[src/rtl/fp_wb_scoreboard.sv]
// Purpose: FP register-file write-port owner. It merges fast FPU and slow FDIV/FSQRT results and tracks pending destinations for RAW/WAW hazard checks.
// Latency: a result accepted in cycle N is written on rf_we/rf_wa/rf_wd in cycle N+1. A slow result passes through the queue, so it is written no earlier than N+2.
// Backpressure: the fast path cannot be stalled. The slow path uses valid/ready (slow_ready = queue not full). Issue is held by issue_ready.
//
// Ports:
//   clk, rst_n                    clock and asynchronous active-low reset
//   issue_*                       FP instruction at issue; issue_ready is combinational
//   fast_valid/rd/data            pipelined FPU result; always wins the write port
//   slow_valid/rd/data/ready      div/sqrt result into the holding queue
//   rf_we/wa/wd                   registered register-file write port
//   busy                          pending-write bitmap
// Optional feature macro FP_WB_FFLAGS_EN adds the following ports:
//   fast_flags, slow_flags, flags_clr, fflags (sticky exception flags).

module fp_wb_scoreboard #(
   parameter int NREG     = 32,
   parameter int DW       = 32,
   parameter int SQ_DEPTH = 2
) (
   input  logic            clk,
   input  logic            rst_n,
   input  logic            issue_valid,
   input  logic [4:0]      issue_rd,
   input  logic [4:0]      issue_rs1,
   input  logic [4:0]      issue_rs2,
   input  logic [4:0]      issue_rs3,
   input  logic            issue_use3,
   output logic            issue_ready,
   input  logic            fast_valid,
   input  logic [4:0]      fast_rd,
   input  logic [DW-1:0]   fast_data,
   input  logic            slow_valid,
   input  logic [4:0]      slow_rd,
   input  logic [DW-1:0]   slow_data,
   output logic            slow_ready,
`ifdef FP_WB_FFLAGS_EN
   input  logic [4:0]      fast_flags,
   input  logic [4:0]      slow_flags,
   input  logic            flags_clr,
   output logic [4:0]      fflags,
`endif
   output logic            rf_we,
   output logic [4:0]      rf_wa,
   output logic [DW-1:0]   rf_wd,
   output logic [NREG-1:0] busy
);

   localparam int PW = (SQ_DEPTH > 1) ? $clog2(SQ_DEPTH) : 1;

   // Write port registers
   logic            rf_we_q, rf_we_d;
   logic [4:0]      rf_wa_q, rf_wa_d;
   logic [DW-1:0]   rf_wd_q, rf_wd_d;

   // Pending-write bitmap
   logic [NREG-1:0] busy_q, busy_d;

   // Slow-result holding queue
   logic [DW-1:0]   sq_data_q [SQ_DEPTH];
   logic [DW-1:0]   sq_data_d [SQ_DEPTH];
   logic [4:0]      sq_rd_q   [SQ_DEPTH];
   logic [4:0]      sq_rd_d   [SQ_DEPTH];
   logic [PW-1:0]   wr_ptr_q, wr_ptr_d;
   logic [PW-1:0]   rd_ptr_q, rd_ptr_d;
   logic [PW:0]     cnt_q, cnt_d;

`ifdef FP_WB_FFLAGS_EN
   logic [4:0]      sq_flags_q [SQ_DEPTH];
   logic [4:0]      sq_flags_d [SQ_DEPTH];
   logic [4:0]      rf_flags_q, rf_flags_d;
   logic [4:0]      fflags_q, fflags_d;
`endif

   logic            sq_full;
   logic            sq_empty;
   logic            push;
   logic            pop;
   logic            fire;
   logic [NREG-1:0] clr_mask;
   logic [NREG-1:0] set_mask;
   logic [NREG-1:0] eff_busy;

   // Hazard view and issue handshake
   always_comb begin
      // The register being written this cycle is bypassed by the register file,
      // so it no longer counts as a hazard.
      clr_mask = '0;
      if (rf_we_q) begin
         clr_mask = NREG'(1) << rf_wa_q;
      end
      eff_busy = busy_q & ~clr_mask;

      issue_ready = !eff_busy[issue_rs1] && !eff_busy[issue_rs2] &&
                    !(issue_use3 && eff_busy[issue_rs3]) &&
                    !eff_busy[issue_rd];
      fire = issue_valid && issue_ready;

      set_mask = '0;
      if (fire) begin
         set_mask = NREG'(1) << issue_rd;
      end
      // Set is applied after clear, so a re-issue to the register being retired stays busy.
      busy_d = (busy_q & ~clr_mask) | set_mask;
   end

   // Queue control
   always_comb begin
      sq_full    = (cnt_q == (PW+1)'(SQ_DEPTH));
      sq_empty   = (cnt_q == '0);
      slow_ready = !sq_full;
      push       = slow_valid && slow_ready;
      // The queue only gets the port when the fast path is idle.
      pop        = !fast_valid && !sq_empty;

      wr_ptr_d = wr_ptr_q;
      rd_ptr_d = rd_ptr_q;
      cnt_d    = cnt_q;
      sq_data_d = sq_data_q;
      sq_rd_d   = sq_rd_q;
`ifdef FP_WB_FFLAGS_EN
      sq_flags_d = sq_flags_q;
`endif

      if (push) begin
         sq_data_d[wr_ptr_q] = slow_data;
         sq_rd_d[wr_ptr_q]   = slow_rd;
`ifdef FP_WB_FFLAGS_EN
         sq_flags_d[wr_ptr_q] = slow_flags;
`endif
         // SQ_DEPTH is a power of two, so the natural overflow wraps the pointer.
         wr_ptr_d = wr_ptr_q + PW'(1);
      end
      if (pop) begin
         rd_ptr_d = rd_ptr_q + PW'(1);
      end

      case ({push, pop})
         2'b10:   cnt_d = cnt_q + (PW+1)'(1);
         2'b01:   cnt_d = cnt_q - (PW+1)'(1);
         default: cnt_d = cnt_q;
      endcase
   end

   // Write-port arbitration: fast first, then the queue head
   always_comb begin
      rf_we_d = 1'b0;
      rf_wa_d = rf_wa_q;
      rf_wd_d = rf_wd_q;
`ifdef FP_WB_FFLAGS_EN
      rf_flags_d = 5'd0;
`endif
      if (fast_valid) begin
         rf_we_d = 1'b1;
         rf_wa_d = fast_rd;
         rf_wd_d = fast_data;
`ifdef FP_WB_FFLAGS_EN
         rf_flags_d = fast_flags;
`endif
      end else if (pop) begin
         rf_we_d = 1'b1;
         rf_wa_d = sq_rd_q[rd_ptr_q];
         rf_wd_d = sq_data_q[rd_ptr_q];
`ifdef FP_WB_FFLAGS_EN
         rf_flags_d = sq_flags_q[rd_ptr_q];
`endif
      end
   end

`ifdef FP_WB_FFLAGS_EN
   // Sticky flags: the OR from this cycle's write survives a simultaneous clear.
   always_comb begin
      fflags_d = flags_clr ? 5'd0 : fflags_q;
      if (rf_we_q) begin
         fflags_d = fflags_d | rf_flags_q;
      end
   end
`endif

   always_ff @(posedge clk or negedge rst_n) begin
      if (!rst_n) begin
         rf_we_q  <= 1'b0;
         rf_wa_q  <= '0;
         rf_wd_q  <= '0;
         busy_q   <= '0;
         wr_ptr_q <= '0;
         rd_ptr_q <= '0;
         cnt_q    <= '0;
         for (int i = 0; i < SQ_DEPTH; i++) begin
            sq_data_q[i] <= '0;
            sq_rd_q[i]   <= '0;
`ifdef FP_WB_FFLAGS_EN
            sq_flags_q[i] <= '0;
`endif
         end
`ifdef FP_WB_FFLAGS_EN
         rf_flags_q <= '0;
         fflags_q   <= '0;
`endif
      end else begin
         rf_we_q   <= rf_we_d;
         rf_wa_q   <= rf_wa_d;
         rf_wd_q   <= rf_wd_d;
         busy_q    <= busy_d;
         wr_ptr_q  <= wr_ptr_d;
         rd_ptr_q  <= rd_ptr_d;
         cnt_q     <= cnt_d;
         sq_data_q <= sq_data_d;
         sq_rd_q   <= sq_rd_d;
`ifdef FP_WB_FFLAGS_EN
         sq_flags_q <= sq_flags_d;
         rf_flags_q <= rf_flags_d;
         fflags_q   <= fflags_d;
`endif
      end
   end

   assign rf_we = rf_we_q;
   assign rf_wa = rf_wa_q;
   assign rf_wd = rf_wd_q;
   assign busy  = busy_q;
`ifdef FP_WB_FFLAGS_EN
   assign fflags = fflags_q;
`endif

endmodule
[config.mk]
export PLATFORM = sky130hd
export DESIGN_NAME = fp_wb_scoreboard
export DESIGN_NICKNAME = d
export VERILOG_FILES = /design/src/rtl/fp_wb_scoreboard.sv
export SDC_FILE = /design/constraint.sdc
export NUM_CORES = 1
export LEC_CHECK = 0
export BUFFER_PORTS_ARGS = -buffer_cell sky130_fd_sc_hd__buf_2
export CAP_MARGIN = 40
export CORE_UTILIZATION = 59
export DETAILED_ROUTE_END_ITERATION = 16
export PLACE_DENSITY = 0.86
export SYNTH_ARGS = -nofsm -noshare
export SYNTH_HDL_FRONTEND = slang
export SYNTH_SLANG_ARGS = --single-unit
[constraint.sdc]
create_clock -name clk -period 7.8 [get_ports clk]
set_input_delay 0.39 -clock clk [delete_from_list [all_inputs] [get_ports clk]]
set_output_delay 0.39 -clock clk [all_outputs]
set_load 0.02 [all_outputs]
==> results.py <==
metrics = {
    "yosys": {
        "seq_area_frac_synth_pct": 47.8,
        "syn_area_sq_um": 7750,
        "synth_seq_cells": 148,
        "synth-edff-count": 0,
        "synth_cell_types": 62,
        "synth_ff_type": "dfrtp_1",
        "syn_area_per_cell_sq_um": 10.9,
        "syn_nets": 814,
        "synthArstFlopShare_pct": 100,
        "ys_warn_count": 0,
        "ys_top_cells_by_area": "dfrtp_1 48%, mux2_2 11%, mux2i_1 6.1%, o21ai_0 3.7%, nand2_1 2.9%",
        "yosys.area.top_type": "dfrtp_1",
        "syn_inst": 713,
        "synth_top_area_share_pct": 47.8,
    },
    "timing": {
        "hold_ws_ns": -0.0116,
        "fin_skew_ns": 0.00455,
        "setup-violations-final": 0,
        "setup_ws_ns": 4.02,
        "fin_crit_sh_pct": 48.4,
        "rsz0062_at_grt": "false",
        "tns_ns": 0,
        "slew_headroom_pct": 44.3,
        "finalCriticalPeriod_ns": 3.78,
        "hold_viol_final": 8,
        "worstMarginPinSlew_ns": 0.835,
        "slew_violations": 0,
        "max_freq_ghz": 0.265,
    },
    "die": {
        "start_util_pct": 60.9,
        "fp.coreArea_sq_um": 12700,
        "die_area_sq_um": 13600,
        "die_height_um": 117,
        "rows": 41,
        "chipWidth_um": 117,
        "pin_count": 172,
    },
    "run_status": {
        "status": "finished, violations left",
        "violations": "negative hold slack",
    },
    "routing": {
        "vias_per_cell": 6.45,
        "wirelength_mm": 23.7,
        "vias": 6768,
        "drt_pass1_iterations": 6,
        "wl_met3_mm": 2.42,
        "wl_met2_mm": 11.1,
        "wl_met1_mm": 9.53,
        "wl_per_cell_um": 22.6,
        "drt-initial-drc-count": 814,
        "drc_errors": 0,
        "top_layer": "met4",
        "ant_nets": 0,
    },
    "critical_path": {
        "crit_type": "register to output pin",
        "cp-startpoint": "rf_wa[0]",
        "ff2ff_path_depth": 8,
        "crit_required_ns": 7.41,
        "critPathMaxFanout": 11,
        "critPathArrivalTime_ns": 3.39,
        "endpoint_kind": "output pin",
        "startpoint_type": "register",
        "timing.rr.start": "rf_wa[0]",
    },
    "clocking": {
        "cts_buffers": 17,
        "cts-root-buf": "clkbuf_16",
        "cts_setup_buffers": 0,
        "ctsHtreeMaxLevel": 4,
        "clkTransAtPathRegs_ns": 0.06,
        "cts_tree": "done",
        "cts_buffer_depth": 2,
        "cts_sinks": 148,
        "clk_latency_ns": 0.42,
        "hold_buffers": 0,
        "ctsResizeCount": 0,
    },
    "placed_design": {
        "portBuffers": 171,
        "pre_cts_ws_ns": 4.49,
        "gp_congestion": 0.977,
        "hpwl_mm": 16.8,
    },
    "global_route": {
        "grt_pass1_wl_mm": 36.8,
        "grt_max_degree": 84,
        "antenna_found_initial": 0,
        "grtUsageTotal_pct": 36.6,
        "grt_pass1_vias": 6634,
        "gr-total-overflow": 0,
    },
    "final_layout": {
        "fin_nets": 966,
        "drive_gt1_share_pct": 36.2,
        "postLayoutCoreUtil_pct": 73.7,
        "antenna_cells": 0,
        "syn_to_final_growth_pct": 21.0,
    },
    "worst_hold_path": {
        "hold_class": "input pin to asynchronous set/reset pin",
    },
    "flow_run": {
        "drv_cap": 0,
    },
    "pwr": {
        "power_uw": 4070,
        "vdd_drop_max_mv": 0.314,
        "power_density_nw_per_um2": 434,
        "power_leakage_uw": 0.00422,
    },
}
## registers in the layout (all words and copies together), names as in the netlist
name and cells:
busy 32, rf_wa 5, wr_ptr_q 1, sq_rd_q 10
cnt_q 2, rf_wd 32, rf_we 1, rd_ptr_q 1
sq_data_q 64
## through the flow
step | instances | hold slack (ns) | cell area [sq um]
after floorplan | 713 | 0.0944 | 7750
after global placement | 1013 | 0.475 | 8660
after detailed placement | 1018 | 0.478 | 8790
after CTS | 1050 | 0.0174 | 9380
after global routing | 1050 | 0.0663 | 9380
final | 1050 | -0.0116 | 9380
## per-layer routing
metal | track usage, % | vias to the layer above
met4 | 13.2 | 0
met3 | 9.70 | 65
met1 | 48.8 | 3298
met5 | 0 | -
met2 | 57.9 | 434
li1 | - | 2971
## where the power goes
group	total, uW	internal, uW	switching [uW]
Sequential	1430	1140	293
Combinational	1840	772	1060
Clock	806	469	337
## critical path: stages, from the launching register on
cell and delay [ns]:
dfrtp_1 0.48, nand4b_1 0.36, o21ai_0 0.61, mux2i_1 0.22, o21a_1 0.25, nor4_1 0.49
o21ai_4 0.23, nor2_1 0.15, buf_2 0.17
## cells in the mapped netlist, types with 7 or more instances
cell type    n
a21oi_1     40
a32oi_1      7
clkbuf_1    33
dfrtp_1    148
inv_1        7
mux2_2      78
mux2i_1     47
mux4_2       9
nand2_1     59
nand2b_1    10
nand3_1      8
nor2_1      59
o21ai_0     58
o21ai_1     13
o41ai_1     24
o41ai_2      7
## cell type report
class	instances	area, sq um
Multi-Input combinational cell	512	3830
Sequential cell	148	3700
Fill cell	931	3340
Timing Repair Buffer	179	1010
Clock buffer	20	467
Tap cell	172	215
Clock inverter	12	119
Inverter	7	26.3
## cells in the final DEF, fill, tap and decap left out, types with 7 or more instances in the layout
master	count
a21oi_1	40
a32oi_1	7
mux4_2	9
o21ai_0	58
nor2_1	57
clkbuf_16	17
o41ai_2	7
nand3_1	7
nand2_1	59
inv_1	7
nand2b_1	10
o41ai_1	24
o21ai_1	13
mux2i_1	47
mux2_2	78
dfrtp_1	147
buf_2	170
## path summary, 6_finish.rpt
path	endpoint	slack (ns)
worst min-delay path	sq_data_q[48]	-0.01
worst max-delay path	issue_ready	4.02
worst min register to register	sq_data_q[4]	0.51
min in group clk	rf_wd[18]	0.17
max in group asynchronous	busy[7]	6.51
worst max register to register	busy[18]	4.35
## kinds of logic (layout without fill, tap and decap cells)
group	Yosys count	count (layout)	share of synthesized area [%]
AOI/OAI and AO/OA	194	194	16.9
xor gates and xnor gates	6	6	0.678
adders and majority gates	1	1	0.161
buffers and inverters	53	218	3.16
DFF	148	148	47.8
muxes	135	135	20.3
and+or+nand+nor	176	176	11.0
Power figures use the tool's default switching activity.
